## src/rtl/adpll_pkg.sv

```systemverilog
// Shared ADPLL definitions: lock-detector state encoding and the default
// datapath widths also used by the PLL top level.
package adpll_pkg;

  localparam int LD_ERROR_WIDTH  = 8;
  localparam int LD_DCO_CC_WIDTH = 5;

  typedef enum logic [1:0] {
    LD_UNLOCKED  = 2'd0,
    LD_ACQUIRING = 2'd1,
    LD_LOCKED    = 2'd2,
    LD_SLIPPING  = 2'd3
  } ld_state_e;

  // SLIPPING still counts as locked: the loop has not yet been declared lost.
  function automatic logic ld_is_locked(input ld_state_e s);
    return (s == LD_LOCKED) || (s == LD_SLIPPING);
  endfunction

endpackage

```

## src/rtl/edge_sync.sv

```systemverilog
// Two-flop synchroniser for an asynchronous input followed by a registered
// rising-edge detector producing a one-cycle pulse in the clk_i domain.
module edge_sync (
  input  logic clk_i,
  input  logic rst_i,
  input  logic async_i,
  output logic pulse_o
);

  logic sync1_q;
  logic sync2_q;
  logic prev_q;

  always_ff @(posedge clk_i or posedge rst_i) begin
    if (rst_i) begin
      sync1_q <= 1'b0;
      sync2_q <= 1'b0;
      prev_q  <= 1'b0;
    end else begin
      sync1_q <= async_i;
      sync2_q <= sync1_q;
      prev_q  <= sync2_q;
    end
  end

  assign pulse_o = sync2_q & ~prev_q;

endmodule

```

## src/rtl/adpll_lock_detector.sv

```systemverilog
// ADPLL lock monitor: evaluates phase error once per reference tick, qualifies
// lock with hysteresis, and flags reference loss and DCO code saturation.
module adpll_lock_detector
  import adpll_pkg::*;
#(
  parameter int ERROR_WIDTH  = LD_ERROR_WIDTH,
  parameter int DCO_CC_WIDTH = LD_DCO_CC_WIDTH,
  parameter int LOCK_TOL     = 2,
  parameter int UNLOCK_TOL   = 4,
  parameter int LOCK_COUNT   = 16,
  parameter int UNLOCK_COUNT = 4,
  parameter int RAIL_COUNT   = 8,
  parameter int REF_TIMEOUT  = 4096,
  parameter int CNT_WIDTH    = 16
) (
  input  logic                           fpga_clk_i,
  input  logic                           reset_i,
  input  logic                           ref_clk_i,
  input  logic signed [ERROR_WIDTH-1:0]  error_i,
  input  logic signed [DCO_CC_WIDTH-1:0] dco_cc_i,
  output logic                           locked_o,
  output logic [1:0]                     state_o,
  output logic                           unlock_event_o,
  output logic                           ref_lost_o,
  output logic                           dco_at_rail_o
);

  localparam int AW = ERROR_WIDTH + 1;

  localparam logic [AW-1:0]        LOCK_TOL_W   = AW'(LOCK_TOL);
  localparam logic [AW-1:0]        UNLOCK_TOL_W = AW'(UNLOCK_TOL);
  localparam logic [CNT_WIDTH-1:0] CNT_ZERO     = '0;
  localparam logic [CNT_WIDTH-1:0] CNT_ONE      = CNT_WIDTH'(1);
  localparam logic [CNT_WIDTH-1:0] CNT_MAX      = '1;
  localparam logic [CNT_WIDTH-1:0] LOCK_CNT_W   = CNT_WIDTH'(LOCK_COUNT);
  localparam logic [CNT_WIDTH-1:0] UNLOCK_CNT_W = CNT_WIDTH'(UNLOCK_COUNT);
  localparam logic [CNT_WIDTH-1:0] RAIL_CNT_W   = CNT_WIDTH'(RAIL_COUNT);
  localparam logic [CNT_WIDTH-1:0] TMO_LAST     = CNT_WIDTH'(REF_TIMEOUT - 1);

  localparam logic [DCO_CC_WIDTH-1:0] DCO_MAX = {1'b0, {(DCO_CC_WIDTH-1){1'b1}}};
  localparam logic [DCO_CC_WIDTH-1:0] DCO_MIN = {1'b1, {(DCO_CC_WIDTH-1){1'b0}}};

  ld_state_e             state_q, state_d;
  logic [CNT_WIDTH-1:0]  cnt_q, cnt_d, cnt_inc;
  logic [CNT_WIDTH-1:0]  tmo_q, tmo_d;
  logic [CNT_WIDTH-1:0]  rail_cnt_q, rail_cnt_d;
  logic                  unlock_q, unlock_d;
  logic                  ref_lost_q, ref_lost_d;
  logic                  rail_q, rail_d;

  logic                  tick;
  logic                  timeout;
  logic signed [AW-1:0]  err_ext;
  logic [AW-1:0]         abs_err;
  logic                  in_lock;
  logic                  in_hold;
  logic                  at_rail;

  edge_sync u_ref_sync (
    .clk_i   (fpga_clk_i),
    .rst_i   (reset_i),
    .async_i (ref_clk_i),
    .pulse_o (tick)
  );

  // One extra bit so that the most negative error has a representable magnitude.
  always_comb begin
    err_ext = {error_i[ERROR_WIDTH-1], error_i};
    abs_err = err_ext[AW-1] ? -err_ext : err_ext;
    in_lock = (abs_err <= LOCK_TOL_W);
    in_hold = (abs_err <= UNLOCK_TOL_W);
  end

  assign cnt_inc = (cnt_q == CNT_MAX) ? cnt_q : cnt_q + CNT_ONE;
  assign at_rail = (dco_cc_i == DCO_MAX) || (dco_cc_i == DCO_MIN);

  always_comb begin
    tmo_d      = tmo_q;
    ref_lost_d = ref_lost_q;
    timeout    = 1'b0;
    if (tick) begin
      tmo_d      = CNT_ZERO;
      ref_lost_d = 1'b0;
    end else if (tmo_q >= TMO_LAST) begin
      tmo_d      = TMO_LAST;
      ref_lost_d = 1'b1;
      timeout    = 1'b1;
    end else begin
      tmo_d = tmo_q + CNT_ONE;
    end
  end

  always_comb begin
    rail_cnt_d = rail_cnt_q;
    if (tick) begin
      if (!at_rail) begin
        rail_cnt_d = CNT_ZERO;
      end else if (rail_cnt_q < RAIL_CNT_W) begin
        rail_cnt_d = rail_cnt_q + CNT_ONE;
      end
    end
    rail_d = (rail_cnt_d == RAIL_CNT_W);
  end

  always_ff @(posedge fpga_clk_i or posedge reset_i) begin
    if (reset_i) begin
      state_q <= LD_UNLOCKED;
    end else begin
      state_q <= state_d;
    end
  end

  // A tick always takes priority; the timeout only acts in tick-free cycles.
  always_comb begin
    state_d  = state_q;
    cnt_d    = cnt_q;
    unlock_d = 1'b0;
    if (tick) begin
      unique case (state_q)
        LD_UNLOCKED: begin
          if (in_lock) begin
            if (LOCK_COUNT == 1) begin
              state_d = LD_LOCKED;
              cnt_d   = CNT_ZERO;
            end else begin
              state_d = LD_ACQUIRING;
              cnt_d   = CNT_ONE;
            end
          end
        end
        LD_ACQUIRING: begin
          if (in_lock) begin
            if (cnt_inc == LOCK_CNT_W) begin
              state_d = LD_LOCKED;
              cnt_d   = CNT_ZERO;
            end else begin
              cnt_d = cnt_inc;
            end
          end else begin
            state_d = LD_UNLOCKED;
            cnt_d   = CNT_ZERO;
          end
        end
        LD_LOCKED: begin
          if (!in_hold) begin
            if (UNLOCK_COUNT == 1) begin
              state_d  = LD_UNLOCKED;
              cnt_d    = CNT_ZERO;
              unlock_d = 1'b1;
            end else begin
              state_d = LD_SLIPPING;
              cnt_d   = CNT_ONE;
            end
          end
        end
        LD_SLIPPING: begin
          if (in_hold) begin
            state_d = LD_LOCKED;
            cnt_d   = CNT_ZERO;
          end else if (cnt_inc == UNLOCK_CNT_W) begin
            state_d  = LD_UNLOCKED;
            cnt_d    = CNT_ZERO;
            unlock_d = 1'b1;
          end else begin
            cnt_d = cnt_inc;
          end
        end
        default: begin
          state_d = LD_UNLOCKED;
          cnt_d   = CNT_ZERO;
        end
      endcase
    end else if (timeout) begin
      state_d  = LD_UNLOCKED;
      cnt_d    = CNT_ZERO;
      unlock_d = ld_is_locked(state_q);
    end
  end

  always_ff @(posedge fpga_clk_i or posedge reset_i) begin
    if (reset_i) begin
      cnt_q      <= '0;
      tmo_q      <= '0;
      rail_cnt_q <= '0;
      unlock_q   <= 1'b0;
      ref_lost_q <= 1'b0;
      rail_q     <= 1'b0;
    end else begin
      cnt_q      <= cnt_d;
      tmo_q      <= tmo_d;
      rail_cnt_q <= rail_cnt_d;
      unlock_q   <= unlock_d;
      ref_lost_q <= ref_lost_d;
      rail_q     <= rail_d;
    end
  end

  always_comb begin
    locked_o       = ld_is_locked(state_q);
    state_o        = state_q;
    unlock_event_o = unlock_q;
    ref_lost_o     = ref_lost_q;
    dco_at_rail_o  = rail_q;
  end

endmodule

```

## config.mk

```make
export PLATFORM = sky130hd
export DESIGN_NAME = adpll_lock_detector
export DESIGN_NICKNAME = d
export VERILOG_FILES = /design/src/rtl/adpll_pkg.sv /design/src/rtl/edge_sync.sv /design/src/rtl/adpll_lock_detector.sv
export SDC_FILE = /design/constraint.sdc
export NUM_CORES = 1
export LEC_CHECK = 0
export ABC_AREA = 1
export BUFFER_PORTS_ARGS = -buffer_cell sky130_fd_sc_hd__buf_2
export CAP_MARGIN = 20
export CORE_ASPECT_RATIO = 0.5
export CORE_MARGIN = 4
export CORE_UTILIZATION = 50
export CTS_CLUSTER_DIAMETER = 100
export DETAILED_ROUTE_END_ITERATION = 8
export PLACE_DENSITY = 0.68
export SYNTH_ARGS = -nofsm -noshare
export SYNTH_HDL_FRONTEND = slang
export SYNTH_HIERARCHICAL = 1
export SYNTH_SLANG_ARGS = --single-unit
```

## constraint.sdc

```tcl
create_clock -name fpga_clk_i -period 3.8 [get_ports fpga_clk_i]
set_input_delay 0.57 -clock fpga_clk_i [delete_from_list [all_inputs] [get_ports fpga_clk_i]]
set_output_delay 0.57 -clock fpga_clk_i [all_outputs]
set_load 0.02 [all_outputs]
```

==> results.ini, run 1 <==
[floorplan]
coreArea_mm2 = 0.00675
die_w_um = 127
ios = 22
die_height_um = 67.4
initial_core_util = 0.522
placementRows = 21
dieArea_mm2 = 0.00853

[power]
pwr-share-seq = 0.508
ir_worst_vdd_uv = 239
swShare = 0.267
power.internal_mw = 0.917
pwr-share-clk = 0.368
leakagePower_nw = 2.00
p_sw_mw = 0.334
power.density_mw_per_mm2 = 324
p_comb_frac = 0.124

[grt]
grt_pass1_wl_um = 12800
grt_pass1_vias = 2927
grtUsageTotal = 0.183
overflow = 0
grt_max_degree = 37
antenna_found_initial = 0

[synthesis]
async_flop_share = 1.00
synth_cell_types = 36
ys_seq_area_frac = 0.398
synth_ff_type = dfrtp_1
synth_edf_count = 0
syn_inst = 513
avgSynthCellArea_um2 = 6.87
netlist_area_mm2 = 0.00352
synth-seq-cells = 56
synth.yosys.warnings = 6

[setup_path]
cp-start-kind = flip-flop
required_ns = 4.04
cp.depth = 13
crit_path_end_kind = flip-flop
slowest_delay_ns = 0.51
path_max_fanout = 16
cp_cell_sequence = ha_1, nand2_1, nor3_2, nand2_1, nor2_1, nand3_1, nand2_1, inv_1, nand2_1, nand3_1, nor2_1, nand3_1, nand2_1
cp_slowest_cell = nand3_1
path_delay_family = simple AND/OR/NAND/NOR gates
crit_arrival_ns = 2.82
path_buf_inv = 1
rr_endpoint = state_o[1]
worst_path_most_repeated_cell = nand2_1
worstRegToRegCells = 13
timing.rr.start = tmo_q[0]
path_class = flip-flop to flip-flop
ff2ff_setup_slack_ns = 1.22

[place]
gp_congestion = 0.832
placed_cell_area_mm2 = 0.00372
dp_hpwl_um = 5480
portBuffers = 21

[detailed_routing]
totalWireLength_um = 7280
first_pass_iters = 5
viasPerCell = 4.99
wire_per_inst_um = 11.6
initialDrtViolationCount = 220
via_count = 3136
ant_nets = 0
drc = 0

[timing]
min_period_over_period = 0.679
finalSetupTns_ns = 0
fin_crit_ns = 2.58
relSlewSlack = 0.489
finalSetupViolCount = 0
final-max-slew-violation-count = 0
max_slew.worst_pin.slew_ns = 0.765
max_freq_ghz = 0.387
hold_ws_ns = 0.140
rsz0062_at_grt = false
finClkSkew_ns = 0.00484
hold_violations = 0

[clocking]
holdBufCountCts = 0
cts_setup_buffers = 0
cts.sinks = 56
clock_latency_ns = 0.29
cts_buffers = 5
tritoncts = done
clockBufferDepth = 2
clk_pin_slew_ns = 0.07
cts.repair.resized = 0
cts-root-buf = clkbuf_16
htreeDepth = 2

[status]
status = completed

[cells_and_area]
area_delta_synth_final_pct = 9.70
final_cell_mix = nand2_1 (154), nor2_1 (77), inv_1 (65)
fillCellCount = 683
multi_input_area_mm2 = 0.00182
diodes = 0
nets = 556
stdcell_area_mm2 = 0.00386
layout_commonest_cell = nand2_1
seqCellArea_mm2 = 0.00140
final_util = 0.572
drive_gt1_frac = 0.123

[hold_path]
hp-class = input port to async pin

[flow_run]
cap_violations = 0

-- how the worst max path moves through the flow --
stage / startpoint / to / slack (ns)
floorplan: error_i[0] / cnt_q[15] / 1.67
global placement: error_i[0] / state_o[1] / 1.15
detailed placement: error_i[0] / state_o[0] / 1.07
CTS: tmo_q[0] / state_o[1] / 1.21
global route: tmo_q[0] / state_o[1] / 0.82
finish: tmo_q[0] / state_o[1] / 1.22
-- stage by stage --
stage | cells | worst slack, ns | power, mW
finish | 629 | 1.22 | 1.25
global route | 629 | 0.817 | 1.32
CTS | 629 | 1.21 | 1.27
detailed placement | 621 | 1.07 | 0.804
global placement | 621 | 1.15 | 0.799
floorplan | 516 | 1.67 | 0.763
-- cells in the mapped netlist (all sizes together) (2+ instances only) --
cell type | n | area share
nand3 | 50 | 0.077
xnor2 | 4 | 0.0099
nand4 | 14 | 0.029
nor3 | 4 | 0.0071
xor2 | 4 | 0.0099
inv | 66 | 0.070
clkinv | 2 | 0.0025
nor2 | 90 | 0.11
nand3b | 3 | 0.0064
dfrtp | 56 | 0.40
clkbuf | 5 | 0.0053
nand2 | 164 | 0.18
o21ai | 18 | 0.030
or2 | 2 | 0.0036
buf | 5 | 0.0092
a21oi | 15 | 0.021
ha | 4 | 0.014
and3 | 2 | 0.0036
-- sequential cells by signal, summed over array words and instances, names as in the netlist --
signal,flops
dco_at_rail_o,1
u_ref_sync/sync2_q,1
tmo_q,16
unlock_event_o,1
state_o,2
u_ref_sync/prev_q,1
u_ref_sync/sync1_q,1
ref_lost_o,1
cnt_q,16
rail_cnt_q,16
-- area by class of cell --
class | count | area share
inverters | 68 | 0.0664
clock inverters | 3 | 0.00551
well taps | 92 | 0.0298
multi-input cells | 382 | 0.472
repair buffers | 23 | 0.0311
flip-flops and latches | 56 | 0.363
clock buffers | 5 | 0.0324
-- worst reg2reg max path: cells and delay by family (launching register included) --
family,cells,cell delay (ns)
and+or+nand+nor,11,1.87
DFF,1,0.36
adders and majority gates,1,0.19
buffers and inverters,1,0.08
-- per-layer routing --
layer | share of wire | wire length, um | track usage | vias to the layer above
met5 | 0 | 0 | 0 | -
met4 | 0.0082 | 60 | 0.0401 | 0
met3 | 0.044 | 319 | 0.0348 | 7
met2 | 0.45 | 3300 | 0.320 | 59
met1 | 0.49 | 3600 | 0.243 | 1417
li1 | - | - | - | 1653
-- power by group through the flow --
| stage | clock, mW | combinational (mW) | sequential (mW) |
|---|---|---|---|
| floorplan | 0 | 0.118 | 0.644 |
| global placement | 0 | 0.152 | 0.647 |
| detailed placement | 0 | 0.156 | 0.647 |
| CTS | 0.473 | 0.157 | 0.636 |
| global route | 0.498 | 0.181 | 0.640 |
| finish | 0.460 | 0.155 | 0.636 |
-- cell families (layout without fill, tap and decap cells) --
family / count (synthesis) / count (layout) / share of synthesized area
AND/OR/NAND/NOR: 330 / 330 / 0.422
buffers and inverters: 78 / 99 / 0.0874
flip-flops: 56 / 56 / 0.398
AO/OA/AOI/OAI: 36 / 36 / 0.0572
XOR/XNOR: 8 / 8 / 0.0199
adder cells (fa/ha/maj): 4 / 4 / 0.0142
other: 1 / 4 / 0.00106
No activity file was read; power rests on OpenSTA's default activity.
==> run 2, diff against run 1 <==
- PLACE_DENSITY: 0.68 -> 0.7
- clock period: 3.8 -> 2.3 ns (I/O delays scaled with it)
==> run 2 against run 1 <==
Core utilization increased by 3.9 points. Count of clock-buffer cells in the layout up 1. Critical path depth is the same. Die area is the same. Sequential share of layout area shrank 2.2 points. Critical endpoint unchanged.
==> results.ini, run 2 (same netlist as run 1, synthesis figures left out) <==
[status]
status = completed

[floorplan]
ios = 22
coreArea_mm2 = 0.00675
initial_core_util = 0.522
placementRows = 21
die_height_um = 67.4
die_w_um = 127
dieArea_mm2 = 0.00853

[grt]
met3_usage = 0.0363
grt_util_met2 = 0.310
antenna_found_initial = 0
grt_pass1_vias = 2886
grtUsageTotal = 0.188
grt_max_degree = 39
overflow = 0
top_usage_layer = met2
grt_use_met1 = 0.261
grt_pass1_wl_um = 13200

[cells_and_area]
layout_commonest_cell = nand2_1
diodes = 0
drive_gt1_frac = 0.180
largestRegisters = cnt_q x16, rail_cnt_q x16, tmo_q x16
multi_input_area_mm2 = 0.00192
fillCellCount = 601
nets = 574
area_delta_synth_final_pct = 17.2
stdcell_area_mm2 = 0.00413
seqCellArea_mm2 = 0.00141
final_cell_mix = nand2_1 (150), nor2_1 (70), inv_1 (65)
final_util = 0.611

[timing]
fin_crit_ns = 2.10
finalSetupViolCount = 0
rsz0062_at_grt = true
max_freq_ghz = 0.477
finalSetupTns_ns = 0
min_period_over_period = 0.911
hold_violations = 0
final-max-slew-violation-count = 0
finClkSkew_ns = 0.00654

[detailed_routing]
viasPerCell = 4.98
ant_nets = 0
drc = 0
first_pass_iters = 4
totalWireLength_um = 7530
wire_per_inst_um = 11.6
initialDrtViolationCount = 208
via_count = 3223

[setup_path]
slowest_delay_ns = 0.45
cp-start-kind = flip-flop
crit_arrival_ns = 2.33
required_ns = 2.53
path_max_fanout = 8
path_class = flip-flop to flip-flop
cp_slowest_cell = dfrtp_2
crit_path_end_kind = flip-flop
cp_cell_sequence = ha_4, nand3_4, inv_4, nand4_4, buf_4, nand3_1, nor2_2, nand2_1, nor2_4, nor2_1, nor2_1, nand3_1, nand2_1
worstRegToRegCells = 13

[power]
leakagePower_nw = 2.10
power_mw = 2.20
ir_worst_vdd_uv = 430
power.density_mw_per_mm2 = 532

[place]
portBuffers = 21
dp_hpwl_um = 5470
placed_cell_area_mm2 = 0.00381
gp_congestion = 0.879

[clocking]
cts-root-buf = clkbuf_16
htreeDepth = 2
clockBufferDepth = 2
cts.sinks = 56
clk_pin_slew_ns = 0.07
cts_buffers = 5
clock_latency_ns = 0.30
tritoncts = done

[hold_path]
hold-path-cell-count = 1
hp-class = input port to flip-flop

[flow_run]
cap_violations = 0

[run 2: cell count changes in the layout (fill, tap and decap cells not counted), moves of 2 or more]
cell and change:
nand2_2 +3, dfrtp_1 -5, nor2_1 -7, clkinv_2 -2, nand2_1 -4, nor2_4 +4
buf_4 +15, nor2_2 +3, dfrtp_2 +5
[run 2: worst paths after layout]
path                                         start                  to  slack (ns)
worst max-delay path                      cnt_q[1]          state_o[1]        0.20
worst min-delay path                     ref_clk_i  u_ref_sync/sync1_q        0.15
worst max register to register            cnt_q[1]          state_o[1]        0.20
worst min register to register  u_ref_sync/sync1_q  u_ref_sync/sync2_q        0.36
max in group asynchronous                  reset_i            cnt_q[3]        1.18
min in group asynchronous                  reset_i  u_ref_sync/sync1_q        0.48
[run 2: critical path, delay by kind of cell (launching register included)]
family	cells	cell delay (ns)
fa+ha+maj	1	0.18
buf+inv	2	0.20
flops	1	0.45
simple gates	10	1.19
[run 2: per-layer routing]
layer | up-vias | routed length, um
li1 | 1699 | -
met1 | 1459 | 3820
met2 | 57 | 3360
met3 | 8 | 275
met4 | 0 | 76
met5 | - | 0
[run 2: final cells by class]
class / count / share of cell area
clock buffer: 6 / 0.0312
multi-input combinational: 383 / 0.465
sequential: 56 / 0.341
clock inverter: 2 / 0.00939
inverter: 68 / 0.0624
timing repair buffer: 40 / 0.0636
tap: 92 / 0.0279
[run 2: timing repair]
action                                  CTS  global route
hold buffers                              1             0
endpoints found under the setup margin    0            17
buffers inserted                          0             5
gates resized for setup                   0            27
endpoints found under the hold margin     3             0
[run 2: power by group]
part | switching (mW) | internal [mW] | total, mW
Combinational | 0.173 | 0.104 | 0.277
Sequential | 0.0291 | 1.02 | 1.05
Clock | 0.352 | 0.519 | 0.870
[run 2: per-stage QoR]
| step | std cells | setup slack [ns] | hold WS [ns] |
|---|---|---|---|
| after floorplan | 516 | 0.223 | 0.0986 |
| after global routing | 647 | -0.0181 | 0.142 |
| after global placement | 632 | 0.116 | 0.241 |
| final | 647 | 0.205 | 0.152 |
| after CTS | 641 | 0.0555 | 0.151 |
| after detailed placement | 632 | 0.0640 | 0.238 |
==> run 3, diff against run 2 <==
- PLACE_DENSITY: 0.7 -> 0.68
- clock period: 2.3 -> 2.6 ns (I/O delays scaled with it)
==> run 3 against run 2 <==
Setup slack improved by 0.048 ns. Worst hold slack improved by 0.041 ns. Highest routed layer unchanged. Critical path type unchanged. Power fell by 16%. Core utilization fell by 2.8 points. Clock power fell by 21%. Via count fell by 1.7%. First-iteration DRC count fell by 2.4%. Count of clock-buffer cells in the layout did not move. Sequential power fell by 12%. Die area did not move. Final cell count fell by 1.5%.
==> results.ini, run 3 (same netlist as run 1, synthesis figures left out) <==
[status]
status = completed

[cells_and_area]
largestRegisters = cnt_q x16, rail_cnt_q x16, tmo_q x16
nets = 564
fillCellCount = 655
final_cells = 637
area_delta_synth_final_pct = 11.9
diodes = 0
final_cell_mix = nand2_1 (154), nor2_1 (77), inv_1 (65)
layout_commonest_cell = nand2_1
drive_gt1_frac = 0.134

[setup_path]
crit_start = cnt_q[0]
cp.depth = 13
worstRegToRegCells = 13
crit_arrival_ns = 2.58
required_ns = 2.84
cp_cell_sequence = ha_2, nand3_2, clkinv_2, nand2_4, nor2_4, nand2_1, nand2_1, nor2_2, nand3_2, nor2_2, o21ai_4, nand2_1, nand2_1
worst_path_most_repeated_cell = nand2_1
cp_slowest_cell = dfrtp_1
path_buf_inv = 1
crit_path_end_kind = flip-flop
path_max_fanout = 15
slowest_delay_ns = 0.43
path_class = flip-flop to flip-flop
path_delay_family = simple AND/OR/NAND/NOR gates
timing.rr.start = cnt_q[0]
cp-start-kind = flip-flop

[floorplan]
die_height_um = 67.4
dieArea_mm2 = 0.00853
initial_core_util = 0.522
die_w_um = 127
ios = 22
coreArea_mm2 = 0.00675
placementRows = 21

[power]
p_sw_mw = 0.498
pwr-share-clk = 0.370
ir_worst_vdd_uv = 347
power.internal_mw = 1.35
power.density_mw_per_mm2 = 468
pwr-share-seq = 0.504
power_mw = 1.85
p_comb_frac = 0.126
swShare = 0.270
leakagePower_nw = 2.04

[grt]
antenna_found_initial = 0
grt_pass1_wl_um = 13300
grt_max_degree = 28
grt_pass1_vias = 3004
overflow = 0
grtUsageTotal = 0.194

[detailed_routing]
drc = 0
first_pass_iters = 4
wire_per_inst_um = 11.9
initialDrtViolationCount = 203
via_count = 3167
viasPerCell = 4.97
ant_nets = 0
totalWireLength_um = 7560

[timing]
fin_crit_ns = 2.35
max_slew.worst_pin.slew_ns = 0.509
hold_violations = 0
min_period_over_period = 0.903
finalSetupViolCount = 0
finClkSkew_ns = 0.00849
final-max-slew-violation-count = 0
hold_ws_ns = 0.193
max_freq_ghz = 0.426
relSlewSlack = 0.659

[clocking]
cts_buffers = 5
cts.sinks = 56
clk_pin_slew_ns = 0.07
clock_latency_ns = 0.30
htreeDepth = 2
tritoncts = done
cts-root-buf = clkbuf_16
clockBufferDepth = 2

[place]
dp_hpwl_um = 5640
portBuffers = 21
post-place-cells = 626
gp_congestion = 0.865

[hold_path]
hp-start = ref_clk_i
hold-path-cell-count = 1
hp-class = input port to flip-flop

[flow_run]
cap_violations = 0

run 3: cell types whose count changed in the layout (fill, tap and decap cells not counted), sizes merged:
cell / previous run / this run
o21ai: 19 / 18
buf: 39 / 30
clkinv: 1 / 3
bufinv: 1 / 0
clkinvlp: 0 / 1
inv: 68 / 66
run 3: per-stage QoR:
stage                     TNS (ns)  instance area, um2  utilization  setup WS [ns]
after floorplan                  0                3530            -          0.523
after CTS                        0                3910        0.579          0.186
after global placement           0                3750        0.556          0.150
after global routing      -0.00176                3940        0.583       -0.00176
final                            0                3940        0.583          0.253
after detailed placement         0                3750        0.556          0.136
run 3: area by class of cell:
cell class | count | area [um2] | share of cell area
clock buffers | 6 | 129 | 0.0327
clock inverters | 2 | 16.3 | 0.00413
inverters | 68 | 256 | 0.0651
multi-input cells | 382 | 1830 | 0.464
flip-flops and latches | 56 | 1400 | 0.356
well taps | 92 | 115 | 0.0292
repair buffers | 31 | 195 | 0.0495
run 3: metal layers:
layer	up-vias	part of all wire	global-route usage
met1	1449	0.49	0.249
li1	1669	-	-
met3	7	0.032	0.0355
met4	0	0.012	0.0642
met5	-	0	0
met2	42	0.47	0.338
run 3: timing repair:
| action | CTS | global route |
|---|---|---|
| hold buffers | 1 | 0 |
| gates resized for setup | 0 | 1 |
| buffers inserted | 0 | 2 |
| endpoints found under the hold margin | 3 | 0 |
| endpoints found under the setup margin | 0 | 17 |
run 3: power groups by stage:
stage               clock network, mW  logic, mW  registers (mW)
global placement                    0      0.231           0.945
CTS                             0.698      0.236           0.929
finish                          0.684      0.232           0.929
global route                    0.729      0.271           0.934
detailed placement                  0      0.234           0.946
floorplan                           0      0.173           0.942
run 3: path summary, 6_finish.rpt:
check	end	slack, ns
min reg2reg	u_ref_sync/sync2_q	0.36
max in group asynchronous	cnt_q[4]	1.41
min in group asynchronous	u_ref_sync/prev_q	0.51
min	u_ref_sync/sync1_q	0.19
max reg2reg	cnt_q[10]	0.25
max	cnt_q[10]	0.25
